`src/rtl/gemm_sched_pkg.sv`:
```
// Shared types, size widths and size limits for the GeMM job scheduler.
package gemm_sched_pkg;

    typedef enum logic [1:0] {SchedIdle, SchedStart, SchedRun, SchedResp} sched_state_t;
    typedef enum logic [1:0] {ErrOk = 2'd0, ErrBadSize = 2'd1, ErrTimeout = 2'd2} rsp_err_t;

    localparam int MSizeW = 6;
    localparam int KSizeW = 7;
    localparam int NSizeW = 6;

    localparam int MaxM = 32;
    localparam int MaxK = 64;
    localparam int MaxN = 32;

    // A size is usable when nonzero, tile aligned and within the datapath limit.
    function automatic logic size_ok(input logic [MSizeW-1:0] m, input logic [KSizeW-1:0] k,
                                     input logic [NSizeW-1:0] n,
                                     input int tm, input int tk, input int tn);
        return (m != '0) && (k != '0) && (n != '0) &&
               ((int'(m) % tm) == 0) && ((int'(k) % tk) == 0) && ((int'(n) % tn) == 0) &&
               (int'(m) <= MaxM) && (int'(k) <= MaxK) && (int'(n) <= MaxN);
    endfunction

endpackage

```
`src/rtl/gemm_job_scheduler_rr_arbiter.sv`:
```
// Combinational round-robin pick: first requester at or after the pointer.
module rr_arbiter #(
    parameter int NumReq = 4,
    parameter int IdxW   = $clog2(NumReq)
) (
    input  logic [NumReq-1:0] i_req,
    input  logic [IdxW-1:0]   i_ptr,
    output logic [NumReq-1:0] o_grant,
    output logic [IdxW-1:0]   o_idx,
    output logic              o_any
);

    always_comb begin : p_pick
        int j;
        j       = 0;
        o_grant = '0;
        o_idx   = '0;
        o_any   = 1'b0;
        for (int i = 0; i < NumReq; i++) begin
            j = int'(i_ptr) + i;
            if (j >= NumReq) j = j - NumReq;
            if (!o_any && i_req[j]) begin
                o_any      = 1'b1;
                o_grant[j] = 1'b1;
                o_idx      = IdxW'(j);
            end
        end
    end

endmodule

```
`src/rtl/gemm_job_scheduler.sv`:
```
// Round-robin scheduler sharing one GeMM controller between NumReq job ports.
// Checks and latches job sizes, runs the job under an optional watchdog, returns one response.
module gemm_job_scheduler
    import gemm_sched_pkg::*;
#(
    parameter int NumReq        = 4,
    parameter int M             = 4,
    parameter int K             = 4,
    parameter int N             = 4,
    parameter int CycleWidth    = 16,
    parameter int TimeoutCycles = 0
) (
    input  logic                              clk_i,
    input  logic                              rst_ni,
    input  logic [NumReq-1:0]                 req_valid_i,
    output logic [NumReq-1:0]                 req_ready_o,
    input  logic [NumReq-1:0][MSizeW-1:0]     req_m_size_i,
    input  logic [NumReq-1:0][KSizeW-1:0]     req_k_size_i,
    input  logic [NumReq-1:0][NSizeW-1:0]     req_n_size_i,
    output logic                              rsp_valid_o,
    input  logic                              rsp_ready_i,
    output logic [$clog2(NumReq)-1:0]         rsp_id_o,
    output logic [1:0]                        rsp_err_o,
    output logic [CycleWidth-1:0]             rsp_cycles_o,
    output logic                              start_o,
    output logic [MSizeW-1:0]                 m_size_o,
    output logic [KSizeW-1:0]                 k_size_o,
    output logic [NSizeW-1:0]                 n_size_o,
    input  logic                              done_i
);

    localparam int IdxW = $clog2(NumReq);
    localparam logic [CycleWidth-1:0] TmoLast = CycleWidth'(TimeoutCycles - 1);

    sched_state_t          r_state, w_state_nxt;
    logic [IdxW-1:0]       r_ptr, r_id, w_gidx, w_ptr_nxt;
    logic [NumReq-1:0]     w_grant;
    logic                  w_any, w_accept, w_size_ok, w_tmo;
    logic [MSizeW-1:0]     r_m;
    logic [KSizeW-1:0]     r_k;
    logic [NSizeW-1:0]     r_n;
    rsp_err_t              r_err;
    logic [CycleWidth-1:0] r_cnt, w_cnt_inc;

    rr_arbiter #(.NumReq(NumReq), .IdxW(IdxW)) u_arb (
        .i_req  (req_valid_i),
        .i_ptr  (r_ptr),
        .o_grant(w_grant),
        .o_idx  (w_gidx),
        .o_any  (w_any)
    );

    // Reset gates the grant so every output reads 0 while reset is held.
    assign w_accept  = (r_state == SchedIdle) && w_any && rst_ni;
    assign w_size_ok = size_ok(req_m_size_i[w_gidx], req_k_size_i[w_gidx],
                               req_n_size_i[w_gidx], M, K, N);
    assign w_tmo     = (TimeoutCycles != 0) && (r_cnt == TmoLast);
    assign w_cnt_inc = (&r_cnt) ? r_cnt : r_cnt + 1'b1;
    assign w_ptr_nxt = (r_id == IdxW'(NumReq - 1)) ? '0 : r_id + 1'b1;

    always_ff @(posedge clk_i or negedge rst_ni) begin
        if (!rst_ni) r_state <= SchedIdle;
        else         r_state <= w_state_nxt;
    end

    always_comb begin
        w_state_nxt = r_state;
        case (r_state)
            SchedIdle:  if (w_any) w_state_nxt = w_size_ok ? SchedStart : SchedResp;
            SchedStart: w_state_nxt = SchedRun;
            SchedRun:   if (done_i || w_tmo) w_state_nxt = SchedResp;
            SchedResp:  if (rsp_ready_i) w_state_nxt = SchedIdle;
            default:    w_state_nxt = SchedIdle;
        endcase
    end

    always_ff @(posedge clk_i or negedge rst_ni) begin
        if (!rst_ni) begin
            r_ptr <= '0;
            r_id  <= '0;
            r_m   <= '0;
            r_k   <= '0;
            r_n   <= '0;
            r_err <= ErrOk;
            r_cnt <= '0;
        end else begin
            if (w_accept) begin
                r_id  <= w_gidx;
                r_m   <= req_m_size_i[w_gidx];
                r_k   <= req_k_size_i[w_gidx];
                r_n   <= req_n_size_i[w_gidx];
                r_err <= w_size_ok ? ErrOk : ErrBadSize;
                r_cnt <= '0;
            end
            if (r_state == SchedStart) r_cnt <= '0;
            // The timeout cycle freezes the count so it reports TimeoutCycles-1.
            if (r_state == SchedRun) begin
                if (done_i) begin
                    r_err <= ErrOk;
                    r_cnt <= w_cnt_inc;
                end else if (w_tmo) begin
                    r_err <= ErrTimeout;
                end else begin
                    r_cnt <= w_cnt_inc;
                end
            end
            if ((r_state == SchedResp) && rsp_ready_i) r_ptr <= w_ptr_nxt;
        end
    end

    assign req_ready_o  = w_accept ? w_grant : '0;
    assign start_o      = (r_state == SchedStart);
    assign rsp_valid_o  = (r_state == SchedResp);
    assign rsp_id_o     = r_id;
    assign rsp_err_o    = r_err;
    assign rsp_cycles_o = r_cnt;
    assign m_size_o     = r_m;
    assign k_size_o     = r_k;
    assign n_size_o     = r_n;

    a_done_in_run: assert property (@(posedge clk_i) disable iff (!rst_ni)
                                    done_i |-> (r_state == SchedRun));

endmodule

```
`config.mk`:
```
export PLATFORM = sky130hd
export DESIGN_NAME = gemm_job_scheduler
export DESIGN_NICKNAME = d
export VERILOG_FILES = /design/src/rtl/gemm_sched_pkg.sv /design/src/rtl/gemm_job_scheduler_rr_arbiter.sv /design/src/rtl/gemm_job_scheduler.sv
export SDC_FILE = /design/constraint.sdc
export NUM_CORES = 1
export LEC_CHECK = 0
export CORE_MARGIN = 2
export CORE_UTILIZATION = 44
export DETAILED_ROUTE_END_ITERATION = 10
export PLACE_DENSITY_LB_ADDON = 0.05
export SLEW_MARGIN = 20
export SYNTH_ARGS = -nofsm -noshare
export SYNTH_HDL_FRONTEND = slang
export SYNTH_HIERARCHICAL = 1
export SYNTH_SLANG_ARGS = --single-unit
```
`constraint.sdc`:
```
create_clock -name clk_i -period 4.5 [get_ports clk_i]
set_clock_uncertainty 0.15 [all_clocks]
set_input_delay 0.45 -clock clk_i [delete_from_list [all_inputs] [get_ports clk_i]]
set_output_delay 0.45 -clock clk_i [all_outputs]
set_load 0.005 [all_outputs]
```
==> run_results.csv <==
group,metric,value,unit
run_status,status,"finished clean",
routing,vias_per_cell,5.44,
clock_tree,clkTransAtPathRegs,0.08,ns
die,die_h,87.7,um
yosys,synth_fp_nets,401,
setup_path,cp.arrival,4.14,ns
setup_path,worstSetupPathType,"flop to flop",
timing,finalSetupViolations,0,
pwr,p_leak,1.93,nW
timing,slew_violations,0,
routing,drc,0,
pwr,ir_drop,296,uV
setup_path,critPathLaunchType,"flop",
timing,slew-limit-headroom,43.1,%
routing,drtPass1Iterations,4,
grt,grt_max_degree,26,
setup_path,slowest_stage,"mux4_2",
pwr,finalPower,2.72,mW
die,coreArea,6790,um^2
setup_path,path_cells,"inv_1 -> ha_1 -> mux4_2 -> and2b_2 -> o21ai_0 -> o31ai_4 -> buf_4 -> mux4_2 -> nor4_2 -> nand2_1 -> nor4_2 -> o221ai_1",
setup_path,end_kind,"flop",
clock_tree,clk_latency,0.29,ns
worst_hold_path,hold_path_class,"flop to flop",
final_layout,regArea,1080,um^2
placed_design,dp_hpwl,6.87,mm
setup_path,cp_max_fo,11,
timing,fmax,0.242,GHz
setup_path,crit_buf_inv,2,
clock_tree,cts_buffer_depth,2,
yosys,synth_flop_cell,"dfrtp_1",
yosys,seq_area_frac_synth,34.9,%
clock_tree,htreeDepth,2,
pwr,pwr-share-comb,66.8,%
grt,grt_pass1_vias,2923,
routing,wl_per_cell,16.2,um
yosys,syn_inst,302,
routing,via_count,2854,
pwr,internal_power,1.57,mW
routing,routed-wl-met2,4.27,mm
placed_design,portBuffers,128,
grt,grt_antenna_before_repair,0,
clock_tree,clock_sinks,43,
placed_design,gp_congestion,0.873,
clock_tree,cts_tree,"built",
routing,ant_nets,0,
setup_path,path_delay_family,"simple AND/OR/NAND/NOR gates",
timing,rsz0062_at_grt,"no",
yosys,yosys_warnings,6,
routing,wl_met3,709,um
routing,met1_length,3.40,mm
die,start_util,45.4,%
clock_tree,cts_made_buffers,5,
die,fp-row-count,30,
yosys,ys_seq_elements,43,
pwr,pwr-share-seq,24.2,%
die,pin_count,129,
clock_tree,root_buffer,"clkbuf_8",
yosys,synth_enable_flop_cells,0,
timing,finalCriticalPeriod,4.13,ns
pwr,p_clk_share,9.0,%
routing,highest_layer,"met4",
setup_path,cp_slowest_stage_delay,0.55,ns
yosys,synth.avg_cell_area,10.2,um^2
clock_tree,cts_setup_buffers,0,
timing,tightest_slew,0.851,ns
yosys,synth_cell_types,49,
timing,hold_viol,0,
setup_path,critPathRequiredTime,4.52,ns
grt,grt_first_pass_wirelength,14.2,mm
timing,tns,0,ns
final_layout,fillers,548,
die,die_x,87.7,um
final_layout,syn_to_final_growth,46.8,%
grt,grt_use_total,23.6,%
pwr,netSwitchingFraction,42.1,%
grt,grt_overflow,0,
routing,drt-total-wl,8.51,mm
routing,dr.first_iter.drc_count,109,
final_layout,multiInputGateArea,1880,um^2
pwr,p_sw,1.14,mW
yosys,syn_area,3090,um^2
yosys,synthArstFlopShare,100,%
die,die_area,7700,um^2
final_layout,antenna_cells,0,
final_layout,layout-drive-gt1-share,9.09,%
final_layout,fin_nets,527,
run,max-cap-violations,0,
timing,fin_crit_sh,91.7,%
pwr,power_density,600,nW/um^2
[tightest hold or removal path, stage by stage, from the launching register on]
cell     delay (ns)
dfrtp_1        0.34
nand2_1        0.05
nand2_1        0.05
[per-stage QoR]
stage	cells	utilization, %	worst slack, ns	hold WS, ns	instance area (um^2)
after global routing	525	66.6	0.114	0.346	4530
final	525	66.6	0.374	0.326	4530
after detailed placement	516	65.2	0.111	0.313	4430
after CTS	525	66.6	0.228	0.331	4530
after global placement	516	65.2	0.238	0.308	4430
after floorplan	302	-	0.791	0.00441	3090
[layer usage]
metal	GRT usage, %	up-vias
met3	6.41	9
li1	-	1359
met5	0	-
met1	29.5	1374
met4	6.43	0
met2	40.2	112
[cell usage after synthesis (all sizes together) (4+ instances only)]
| library cell | number | area [um^2] |
|---|---|---|
| dfrtp | 43 | 1080 |
| nor2 | 13 | 48.8 |
| mux2 | 4 | 45.0 |
| buf | 7 | 56.3 |
| nor3 | 4 | 20.0 |
| and3 | 6 | 37.5 |
| and2 | 4 | 25.0 |
| a22oi | 8 | 60.1 |
| nor4 | 4 | 43.8 |
| a21oi | 10 | 50.1 |
| inv | 10 | 37.5 |
| clkbuf | 9 | 53.8 |
| ha | 15 | 188 |
| o21ai | 14 | 70.1 |
| mux4 | 23 | 556 |
| nand3 | 7 | 35.0 |
| nand2 | 76 | 285 |
| xor2 | 7 | 61.3 |
| mux2i | 7 | 70.1 |
[state kept, by name (all words and copies together), names as in the netlist]
register      count
rsp_id_o          2
rsp_err_o         2
m_size_o          6
k_size_o          7
n_size_o          6
r_ptr             2
r_state           2
rsp_cycles_o     16
[power groups by stage]
stage / clock network [mW] / logic (mW) / registers (mW)
finish: 0.244 / 1.81 / 0.658
floorplan: 0 / 1.25 / 0.652
global placement: 0 / 1.78 / 0.656
detailed placement: 0 / 1.83 / 0.659
CTS: 0.250 / 1.83 / 0.657
global route: 0.269 / 2.01 / 0.682
[cell usage in the layout (no fill, tap or decap), types with 2 or more instances in the layout]
master           count
a21oi_1             10
a22o_1               2
a22oi_1              8
a41oi_1              2
and2_1               4
and3_1               6
buf_4                6
clkbuf_8             5
clkdlybuf4s50_1    127
dfrtp_1             42
ha_1                15
inv_1               10
mux2_2               3
mux2i_1              7
mux4_1              10
mux4_2              13
nand2_1             76
nand3_1              7
nand4_1              2
nor2_1              13
nor3_1               4
nor4_2               3
o2111ai_1            3
o21a_1               2
o21ai_0             13
o22ai_1              2
xor2_1               7
[path summary, 6_finish.rpt]
| path | startpoint | end | slack, ns | cells past startpoint |
|---|---|---|---|---|
| max | r_ptr[1] | r_state[1] | 0.37 | 12 |
| min | m_size_o[0] | m_size_o[0] | 0.33 | 2 |
| max reg2reg | r_ptr[1] | r_state[1] | 0.37 | 12 |
| min reg2reg | m_size_o[0] | m_size_o[0] | 0.33 | 2 |
| max in group asynchronous | rst_ni | r_ptr[1] | 2.99 | 3 |
| min in group asynchronous | rst_ni | rsp_cycles_o[9] | 0.52 | 2 |
[area by class of cell]
cell class / instances / area share, %
Clock buffer: 6 / 1.60
Sequential cell: 43 / 23.8
Tap cell: 96 / 2.65
Multi-Input combinational cell: 233 / 41.4
Timing Repair Buffer: 135 / 29.4
Clock inverter: 2 / 0.276
Inverter: 10 / 0.829
[what timing repair did]
action                                  CTS  global route
hold buffers                              1             0
endpoints found under the hold margin     8             0
endpoints found under the setup margin    0             1
resized for setup                         0             2
[cells by family (layout without fill, tap and decap cells)]
group,count (synthesis),count (layout),synth area share [%]
compound gates,51,51,10.8
xor+xnor,8,8,2.27
fa+ha+maj,15,15,6.08
buf+inv,26,153,4.79
flops,43,43,34.9
mux,34,34,21.7
simple gates,125,125,19.5
No activity file was read; power rests on OpenSTA's default activity.
